File: src/rtl/mandelbrot_pkg.sv
// Shared FSM encoding, default widths and a counter-width helper for the frame sequencer.
package mandelbrot_pkg;

  localparam int DEF_COORD_W = 12;
  localparam int DEF_ITER_W  = 4;

  typedef enum logic [2:0] {
    S_IDLE,
    S_CLR,
    S_ISSUE,
    S_WAIT,
    S_FLUSH,
    S_DONE
  } seq_state_e;

  // Bits needed to hold 0..n-1, never less than one.
  function automatic int cnt_w(input int n);
    return (n > 2) ? $clog2(n) : 1;
  endfunction

endpackage

File: src/rtl/mandelbrot_frame_sequencer_if.sv
// Sequencer-facing bundle: frame control, iteration-core handshake, pixel-memory write port, status.
// The optional abort input exists only when SEQ_ABORT_EN is defined.
interface mandelbrot_frame_sequencer_if #(
  parameter int COORD_W = 12,
  parameter int ITER_W  = 4
);
  logic               start;
  logic [COORD_W-1:0] re_start;
  logic [COORD_W-1:0] im_start;
  logic [COORD_W-1:0] step;
  logic               core_start;
  logic [COORD_W-1:0] core_cr;
  logic [COORD_W-1:0] core_ci;
  logic               core_done;
  logic [ITER_W-1:0]  core_iter;
  logic               mem_reset_write_ptr;
  logic               mem_write;
  logic [ITER_W-1:0]  mem_write_data;
  logic               running;
  logic               finished;
`ifdef SEQ_ABORT_EN
  logic               abort;
`endif

  modport master (
    input  start, re_start, im_start, step, core_done, core_iter,
    output core_start, core_cr, core_ci, mem_reset_write_ptr, mem_write, mem_write_data,
    output running, finished
`ifdef SEQ_ABORT_EN
    , input abort
`endif
  );

  modport slave (
    output start, re_start, im_start, step, core_done, core_iter,
    input  core_start, core_cr, core_ci, mem_reset_write_ptr, mem_write, mem_write_data,
    input  running, finished
`ifdef SEQ_ABORT_EN
    , output abort
`endif
  );

endinterface

File: src/rtl/seq_result_fifo.sv
// Two-entry result FIFO; head is visible combinationally, push and pop may share a cycle even when full.
// Pushing while full without a pop is not guarded: the sequencer never issues a pixel into a full FIFO.
module seq_result_fifo #(
  parameter int W = 4
) (
  input  logic         clk,
  input  logic         rst,
  input  logic         flush_i,
  input  logic         push_i,
  input  logic [W-1:0] push_dat_i,
  input  logic         pop_i,
  output logic [W-1:0] head_o,
  output logic         full_o,
  output logic         empty_o
);

  logic [W-1:0] mem_q [2];
  logic         wr_ptr_q, wr_ptr_d;
  logic         rd_ptr_q, rd_ptr_d;
  logic [1:0]   cnt_q, cnt_d;
  logic         do_pop;

  assign empty_o = (cnt_q == 2'd0);
  assign full_o  = (cnt_q == 2'd2);
  assign head_o  = mem_q[rd_ptr_q];
  assign do_pop  = pop_i && !empty_o;

  always_comb begin
    wr_ptr_d = wr_ptr_q;
    rd_ptr_d = rd_ptr_q;
    cnt_d    = cnt_q;
    if (flush_i) begin
      wr_ptr_d = 1'b0;
      rd_ptr_d = 1'b0;
      cnt_d    = 2'd0;
    end else begin
      if (push_i) wr_ptr_d = ~wr_ptr_q;
      if (do_pop) rd_ptr_d = ~rd_ptr_q;
      case ({push_i, do_pop})
        2'b10:   cnt_d = cnt_q + 2'd1;
        2'b01:   cnt_d = cnt_q - 2'd1;
        default: cnt_d = cnt_q;
      endcase
    end
  end

  always_ff @(posedge clk or posedge rst) begin
    if (rst) begin
      wr_ptr_q <= 1'b0;
      rd_ptr_q <= 1'b0;
      cnt_q    <= 2'd0;
      mem_q[0] <= '0;
      mem_q[1] <= '0;
    end else begin
      wr_ptr_q <= wr_ptr_d;
      rd_ptr_q <= rd_ptr_d;
      cnt_q    <= cnt_d;
      // When full, the write slot is the head being popped this same cycle.
      if (push_i && !flush_i) mem_q[wr_ptr_q] <= push_dat_i;
    end
  end

endmodule

File: src/rtl/mandelbrot_frame_sequencer.sv
// Walks one frame row-major through the iteration core and streams counts to pixel memory, writes spaced >= WR_GAP.
// start -> mem_reset_write_ptr next cycle -> first core_start one cycle later; SEQ_ABORT_EN adds a frame abort.
module mandelbrot_frame_sequencer
  import mandelbrot_pkg::*;
#(
  parameter int COLS    = 80,
  parameter int ROWS    = 60,
  parameter int COORD_W = DEF_COORD_W,
  parameter int ITER_W  = DEF_ITER_W,
  parameter int WR_GAP  = 2
) (
  input logic                      clk,
  input logic                      reset,
  mandelbrot_frame_sequencer_if.master bus
);

  localparam int X_W   = cnt_w(COLS);
  localparam int Y_W   = cnt_w(ROWS);
  localparam int GAP_W = cnt_w(WR_GAP);
  localparam logic [X_W-1:0]   X_LAST   = X_W'(COLS - 1);
  localparam logic [Y_W-1:0]   Y_LAST   = Y_W'(ROWS - 1);
  localparam logic [GAP_W-1:0] GAP_LOAD = GAP_W'(WR_GAP - 1);

  seq_state_e         state_q, state_d;
  logic [X_W-1:0]     x_q, x_d;
  logic [Y_W-1:0]     y_q, y_d;
  logic [COORD_W-1:0] cr_q, cr_d;
  logic [COORD_W-1:0] ci_q, ci_d;
  logic [COORD_W-1:0] re0_q, re0_d;
  logic [COORD_W-1:0] step_q, step_d;
  logic [GAP_W-1:0]   gap_q, gap_d;

  logic              abort;
  logic              start_ok;
  logic              done_ok;
  logic              last_px;
  logic              pop;
  logic              fifo_full;
  logic              fifo_empty;
  logic [ITER_W-1:0] fifo_head;

`ifdef SEQ_ABORT_EN
  assign abort = bus.abort;
`else
  assign abort = 1'b0;
`endif

  assign start_ok = bus.start && !abort && (state_q == S_IDLE || state_q == S_DONE);
  assign done_ok  = bus.core_done && (state_q == S_WAIT) && !abort;
  assign last_px  = (x_q == X_LAST) && (y_q == Y_LAST);
  assign pop      = !fifo_empty && (gap_q == '0) && !abort;

  seq_result_fifo #(.W(ITER_W)) u_fifo (
    .clk        (clk),
    .rst        (reset),
    .flush_i    (abort),
    .push_i     (done_ok),
    .push_dat_i (bus.core_iter),
    .pop_i      (pop),
    .head_o     (fifo_head),
    .full_o     (fifo_full),
    .empty_o    (fifo_empty)
  );

  always_ff @(posedge clk or posedge reset) begin
    if (reset) begin
      state_q <= S_IDLE;
      x_q     <= '0;
      y_q     <= '0;
      cr_q    <= '0;
      ci_q    <= '0;
      re0_q   <= '0;
      step_q  <= '0;
      gap_q   <= '0;
    end else begin
      state_q <= state_d;
      x_q     <= x_d;
      y_q     <= y_d;
      cr_q    <= cr_d;
      ci_q    <= ci_d;
      re0_q   <= re0_d;
      step_q  <= step_d;
      gap_q   <= gap_d;
    end
  end

  always_comb begin
    state_d = state_q;
    case (state_q)
      S_IDLE, S_DONE: if (start_ok) state_d = S_CLR;
      S_CLR:          state_d = S_ISSUE;
      S_ISSUE:        if (!fifo_full) state_d = S_WAIT;
      S_WAIT:         if (done_ok) state_d = last_px ? S_FLUSH : S_ISSUE;
      S_FLUSH:        if (fifo_empty && gap_q == '0) state_d = S_DONE;
      default:        state_d = S_IDLE;
    endcase
    if (abort) state_d = S_IDLE;
  end

  always_comb begin
    bus.core_start          = 1'b0;
    bus.mem_reset_write_ptr = 1'b0;
    bus.running             = 1'b0;
    bus.finished            = 1'b0;
    case (state_q)
      S_CLR: begin
        bus.mem_reset_write_ptr = 1'b1;
        bus.running             = 1'b1;
      end
      S_ISSUE: begin
        bus.running    = 1'b1;
        bus.core_start = !fifo_full && !abort;
      end
      S_WAIT, S_FLUSH: bus.running  = 1'b1;
      S_DONE:          bus.finished = 1'b1;
      default: ;
    endcase
  end

  // Pixel walk: columns step right by +step, rows step down by -step.
  always_comb begin
    x_d    = x_q;
    y_d    = y_q;
    cr_d   = cr_q;
    ci_d   = ci_q;
    re0_d  = re0_q;
    step_d = step_q;
    if (start_ok) begin
      x_d    = '0;
      y_d    = '0;
      cr_d   = bus.re_start;
      ci_d   = bus.im_start;
      re0_d  = bus.re_start;
      step_d = bus.step;
    end else if (done_ok && !last_px) begin
      if (x_q == X_LAST) begin
        x_d  = '0;
        y_d  = y_q + Y_W'(1);
        cr_d = re0_q;
        ci_d = ci_q - step_q;
      end else begin
        x_d  = x_q + X_W'(1);
        cr_d = cr_q + step_q;
      end
    end
  end

  always_comb begin
    gap_d = gap_q;
    if (abort)              gap_d = '0;
    else if (pop)           gap_d = GAP_LOAD;
    else if (gap_q != '0)   gap_d = gap_q - GAP_W'(1);
  end

  assign bus.core_cr        = cr_q;
  assign bus.core_ci        = ci_q;
  assign bus.mem_write      = pop;
  assign bus.mem_write_data = pop ? fifo_head : '0;

endmodule

File: src/flat_wrapper.sv
// flat-port wrapper written by rule: the top's interface ports become plain ports
module mandelbrot_frame_sequencer_flat import mandelbrot_pkg::*;
#(
  parameter int COLS    = 80,
  parameter int ROWS    = 60,
  parameter int COORD_W = DEF_COORD_W,
  parameter int ITER_W  = DEF_ITER_W,
  parameter int WR_GAP  = 2
)
  (clk, reset, bus_start, bus_re_start, bus_im_start, bus_step, bus_core_done, bus_core_iter, bus_core_start, bus_core_cr, bus_core_ci, bus_mem_reset_write_ptr, bus_mem_write, bus_mem_write_data, bus_running, bus_finished);
  mandelbrot_frame_sequencer_if #(.COORD_W(COORD_W), .ITER_W(ITER_W)) bus_i ();
  input logic clk;
  input logic reset;
  input wire logic [$bits(bus_i.start)-1:0] bus_start;
  input wire logic [$bits(bus_i.re_start)-1:0] bus_re_start;
  input wire logic [$bits(bus_i.im_start)-1:0] bus_im_start;
  input wire logic [$bits(bus_i.step)-1:0] bus_step;
  input wire logic [$bits(bus_i.core_done)-1:0] bus_core_done;
  input wire logic [$bits(bus_i.core_iter)-1:0] bus_core_iter;
  output wire logic [$bits(bus_i.core_start)-1:0] bus_core_start;
  output wire logic [$bits(bus_i.core_cr)-1:0] bus_core_cr;
  output wire logic [$bits(bus_i.core_ci)-1:0] bus_core_ci;
  output wire logic [$bits(bus_i.mem_reset_write_ptr)-1:0] bus_mem_reset_write_ptr;
  output wire logic [$bits(bus_i.mem_write)-1:0] bus_mem_write;
  output wire logic [$bits(bus_i.mem_write_data)-1:0] bus_mem_write_data;
  output wire logic [$bits(bus_i.running)-1:0] bus_running;
  output wire logic [$bits(bus_i.finished)-1:0] bus_finished;
  assign bus_i.start = bus_start;
  assign bus_i.re_start = bus_re_start;
  assign bus_i.im_start = bus_im_start;
  assign bus_i.step = bus_step;
  assign bus_i.core_done = bus_core_done;
  assign bus_i.core_iter = bus_core_iter;
  assign bus_core_start = bus_i.core_start;
  assign bus_core_cr = bus_i.core_cr;
  assign bus_core_ci = bus_i.core_ci;
  assign bus_mem_reset_write_ptr = bus_i.mem_reset_write_ptr;
  assign bus_mem_write = bus_i.mem_write;
  assign bus_mem_write_data = bus_i.mem_write_data;
  assign bus_running = bus_i.running;
  assign bus_finished = bus_i.finished;
  mandelbrot_frame_sequencer #(.COLS(COLS), .ROWS(ROWS), .COORD_W(COORD_W), .ITER_W(ITER_W), .WR_GAP(WR_GAP)) u_core (.clk(clk), .reset(reset), .bus(bus_i));
endmodule
File: config.mk
export PLATFORM = sky130hd
export DESIGN_NAME = mandelbrot_frame_sequencer_flat
export DESIGN_NICKNAME = d
export VERILOG_FILES = /design/src/rtl/mandelbrot_pkg.sv /design/src/rtl/mandelbrot_frame_sequencer_if.sv /design/src/rtl/seq_result_fifo.sv /design/src/rtl/mandelbrot_frame_sequencer.sv /design/src/flat_wrapper.sv
export SDC_FILE = /design/constraint.sdc
export NUM_CORES = 1
export LEC_CHECK = 0
export ABC_AREA = 1
export CAP_MARGIN = 10
export CORE_AREA = 2 2 98 100
export CTS_CLUSTER_SIZE = 28
export DETAILED_ROUTE_END_ITERATION = 8
export DIE_AREA = 0 0 100 102
export GPL_ROUTABILITY_DRIVEN = 0
export MAX_ROUTING_LAYER = met4
export PLACE_DENSITY = 0.91
export SETUP_SLACK_MARGIN = 0.1
export SLEW_MARGIN = 20
export SYNTH_ARGS = -nofsm -noshare
export SYNTH_HDL_FRONTEND = slang
export SYNTH_SLANG_ARGS = --single-unit
File: constraint.sdc
create_clock -name clk -period 2.8 [get_ports clk]
set_input_delay 0.56 -clock clk [delete_from_list [all_inputs] [get_ports clk]]
set_output_delay 0.56 -clock clk [all_outputs]
set_load 0.1 [all_outputs]
==> flow_metrics.env <==
export IMPL_max_slew_margin=0.705
export IMPL_sum_of_met3_wire_segment_lengths_after_detailed_routing_um=724
export IMPL_die_area_um2=10200
export IMPL_synth_cells=666
export IMPL_worst_setup_path_end_kind="primary output"
export IMPL_clock_tree_buffer_depth=2
export IMPL_vias_per_cell=5.42
export IMPL_synth_area_um2=4830
export IMPL_htree_num_levels=3
export IMPL_min_delay_path_class="register to register"
export IMPL_crit_slowest_cell="dfrtp_1"
export IMPL_achievable_frequency_mhz=458
export IMPL_synth_compound_gate_area_share=0.124
export IMPL_drt_pre_antenna_iters=5
export IMPL_buffer_ports_inserted=76
export IMPL_final_core_utilization=0.636
export IMPL_synth_warnings=0
export IMPL_postSynth_topFlopCell="dfrtp_1"
export IMPL_timing_final_crit_period_ns=2.18
export IMPL_path_cells="inv_1 > a21oi_4 > nand2_1 > inv_1 > buf_4"
export IMPL_grt_total_usage=0.252
export IMPL_clkLatencyLatePin_ns=0.36
export IMPL_grt_start_max_net_pins=78
export IMPL_cpLargestDelayFamily="buffers and inverters"
export IMPL_async_reset_ff_frac=1.00
export IMPL_post_synth_top_area_cell="dfrtp_1"
export IMPL_clkSlewWorstSetupHoldPaths_ns=0.08
export IMPL_ys_seq_area_frac=0.399
export IMPL_post_synth_fa_ha_maj_area_fraction=0.0730
export IMPL_final_period_utilization=0.780
export IMPL_layout_drive_gt1_share=0.0954
export IMPL_num_io_pins=77
export IMPL_floorplan_initialDensity=0.530
export IMPL_die_w_um=100
export IMPL_cts_sinks=77
export IMPL_cts_hold_buffers_added=0
export IMPL_status="completed"
export IMPL_grt_pass1_wl_um=19900
export IMPL_ys_top_cells_by_area="dfrtp_1 (40%), nand2_1 (16%), inv_1 (6.7%), ha_1 (6.5%), o21ai_0 (5.5%)"
export IMPL_post_route_drc_count=0
export IMPL_clk_root_buffer_cell="clkbuf_8"
export IMPL_routedWlPerCell_um=14.2
export IMPL_hold_ws_ns=0.484
export IMPL_synth_enable_flop_cells=0
export IMPL_worst_slew_pin_transition_ns=0.443
export IMPL_via_count=4632
export IMPL_met1_length_um=5050
export IMPL_report_final_hold_viol_count=0
export IMPL_skew_ns=0.0165
export IMPL_maxCapViolCount=0
export IMPL_cp_num_cells=5
export IMPL_critPathMostFrequentCell="inv_1"
export IMPL_synth_to_final_area_change_pct=19.9
export IMPL_top_signal_layer_used="met4"
export IMPL_startpoint_type="register"
export IMPL_die_height_um=102
export IMPL_tritoncts_num_buffers=9
export IMPL_final_net_count=811
export IMPL_report_final_setup_viol=0
export IMPL_place_detailed_hpwl_um=8970
export IMPL_grt_antenna_before_repair=0
export IMPL_drv_slew=0
export IMPL_first_global_vias=4391
export IMPL_synth_simple_gate_area_frac=0.280
export IMPL_synthesis_nets=737
export IMPL_synth_top_family_by_area="simple AND/OR/NAND/NOR gates"
export IMPL_first_iter_violations=301
export IMPL_stage_delay_of_the_slowest_cell_on_the_critical_path_ns=0.46
export IMPL_crit_arrival_ns=1.62
export IMPL_rsz0062_at_grt="no"
export IMPL_cts_repair_resize_count=0
export IMPL_critical_path_max_fanout=8
export IMPL_grt_overflow_total=0
export IMPL_synth_seq_cells=77
export IMPL_number_of_buffers_and_inverters_on_the_critical_path=3
export IMPL_wirelength_um=12100
export IMPL_std_cell_rows=35
export IMPL_xor_xnor_share_of_the_synthesized_area=0.0308
export IMPL_netlist_area_leader_share=0.399
export IMPL_wl_met2_um=6030
export IMPL_setup_total_negative_slack_ns=0
export IMPL_worstPathRequired_ns=2.24
export IMPL_insertedDiodeCount=0
export IMPL_antenna_violating_nets_left=0
export IMPL_fp_coreArea_um2=9110
export IMPL_postSynthAreaPerCell_um2=7.26
export IMPL_cts_tree="yes"
export IMPL_r2r_cells=12
export IMPL_netlist_cell_type_count=37
export IMPL_whs_path_depth=2
export IMPL_fillcell_total=775
export IMPL_mux_share_of_post_synthesis_cell_area=0
export IMPL_postCtsSetupBuffers=0
export IMPL_crit_type="register to primary output"
## final cells by class
type | count | area (um^2) | area share
clock inverter | 3 | 45.0 | 0.00777
clock buffer | 12 | 155 | 0.0268
tap | 111 | 139 | 0.0240
inverter | 91 | 345 | 0.0596
sequential | 77 | 1930 | 0.332
timing repair buffer | 80 | 721 | 0.124
multi-input combinational | 481 | 2460 | 0.425
## stage by stage
stage / std cells / setup WS [ns] / area [um^2]
2_1_floorplan: 666 / 0.117 / 4840
6_report: 855 / 0.616 / 5800
3_5_place_dp: 840 / 0.504 / 5600
5_1_grt: 855 / 0.471 / 5800
3_3_place_gp: 840 / 0.550 / 5600
4_1_cts: 855 / 0.618 / 5800
## path summary, 6_finish.rpt
| kind | to | slack [ns] | start |
|---|---|---|---|
| max in group asynchronous | u_core.re0_q[5] | 1.87 | reset |
| max reg2reg | u_core.y_q[3] | 0.69 | u_core.x_q[1] |
| min | u_core.re0_q[0] | 0.48 | u_core.re0_q[0] |
| min reg2reg | u_core.re0_q[0] | 0.48 | u_core.re0_q[0] |
| max | bus_mem_write_data[0] | 0.62 | u_core.u_fifo.cnt_q[0] |
| min in group asynchronous | u_core.u_fifo.mem_q[1] | 0.61 | reset |
## cell usage in the layout (no fill, tap or decap), types with 3 or more instances in the layout
cell | Yosys | layout
nand2_1 | 206 | 206
inv_1 | 86 | 85
dfrtp_1 | 77 | 77
nor2_1 | 56 | 56
o21ai_0 | 53 | 53
nand3_1 | 44 | 44
clkdlybuf4s50_1 | 0 | 43
buf_4 | 2 | 36
a21oi_1 | 30 | 29
ha_1 | 25 | 25
clkbuf_8 | 0 | 11
xor2_1 | 9 | 9
xnor2_1 | 8 | 8
nand4_1 | 6 | 6
o21bai_1 | 5 | 5
o211ai_1 | 5 | 5
nand2_2 | 4 | 4
inv_2 | 3 | 4
nor2_2 | 3 | 3
o22ai_1 | 3 | 3
nor3_1 | 3 | 3
o21ai_1 | 3 | 3
## cells in the mapped netlist, types with 6 or more instances
cell,n
a21oi_1,30
nand4_1,6
nor2_1,56
ha_1,25
inv_1,86
o21ai_0,53
xnor2_1,8
buf_2,11
dfrtp_1,77
nand2_1,206
xor2_1,9
nand3_1,44
## kinds of logic after synthesis
group                      Yosys count
DFF                                 77
xor gates and xnor gates            17
and+or+nand+nor                    328
adders and majority gates           27
buffers and inverters              108
AOI/OAI and AO/OA                  109
## sequential cells by signal, indices dropped and copies added (netlist names), 2 cells and up
signal,count
u_core.bus.core_ci,12
u_core.bus.core_cr,12
u_core.re0_q,12
u_core.state_q,3
u_core.step_q,12
u_core.u_fifo.cnt_q,2
u_core.u_fifo.mem_q,8
u_core.x_q,7
u_core.y_q,6
## layer usage
layer / vias up / GRT usage
met3: 29 / 0.0492
met2: 161 / 0.415
met1: 2174 / 0.313
met5: - / -
li1: 2268 / -
met4: 0 / 0.0875
## worst register-to-register path, delay by kind of cell (launching register included)
kind / cells / cell delay, ns
flip-flops: 1 / 0.39
buffers and inverters: 2 / 0.44
AO/OA/AOI/OAI: 1 / 0.11
AND/OR/NAND/NOR: 8 / 0.85
adder cells (fa/ha/maj): 1 / 0.22
Power is left out: the tool's default activity adds up to more than one toggle a clock period on the data nets, which glitch-free logic cannot reach.
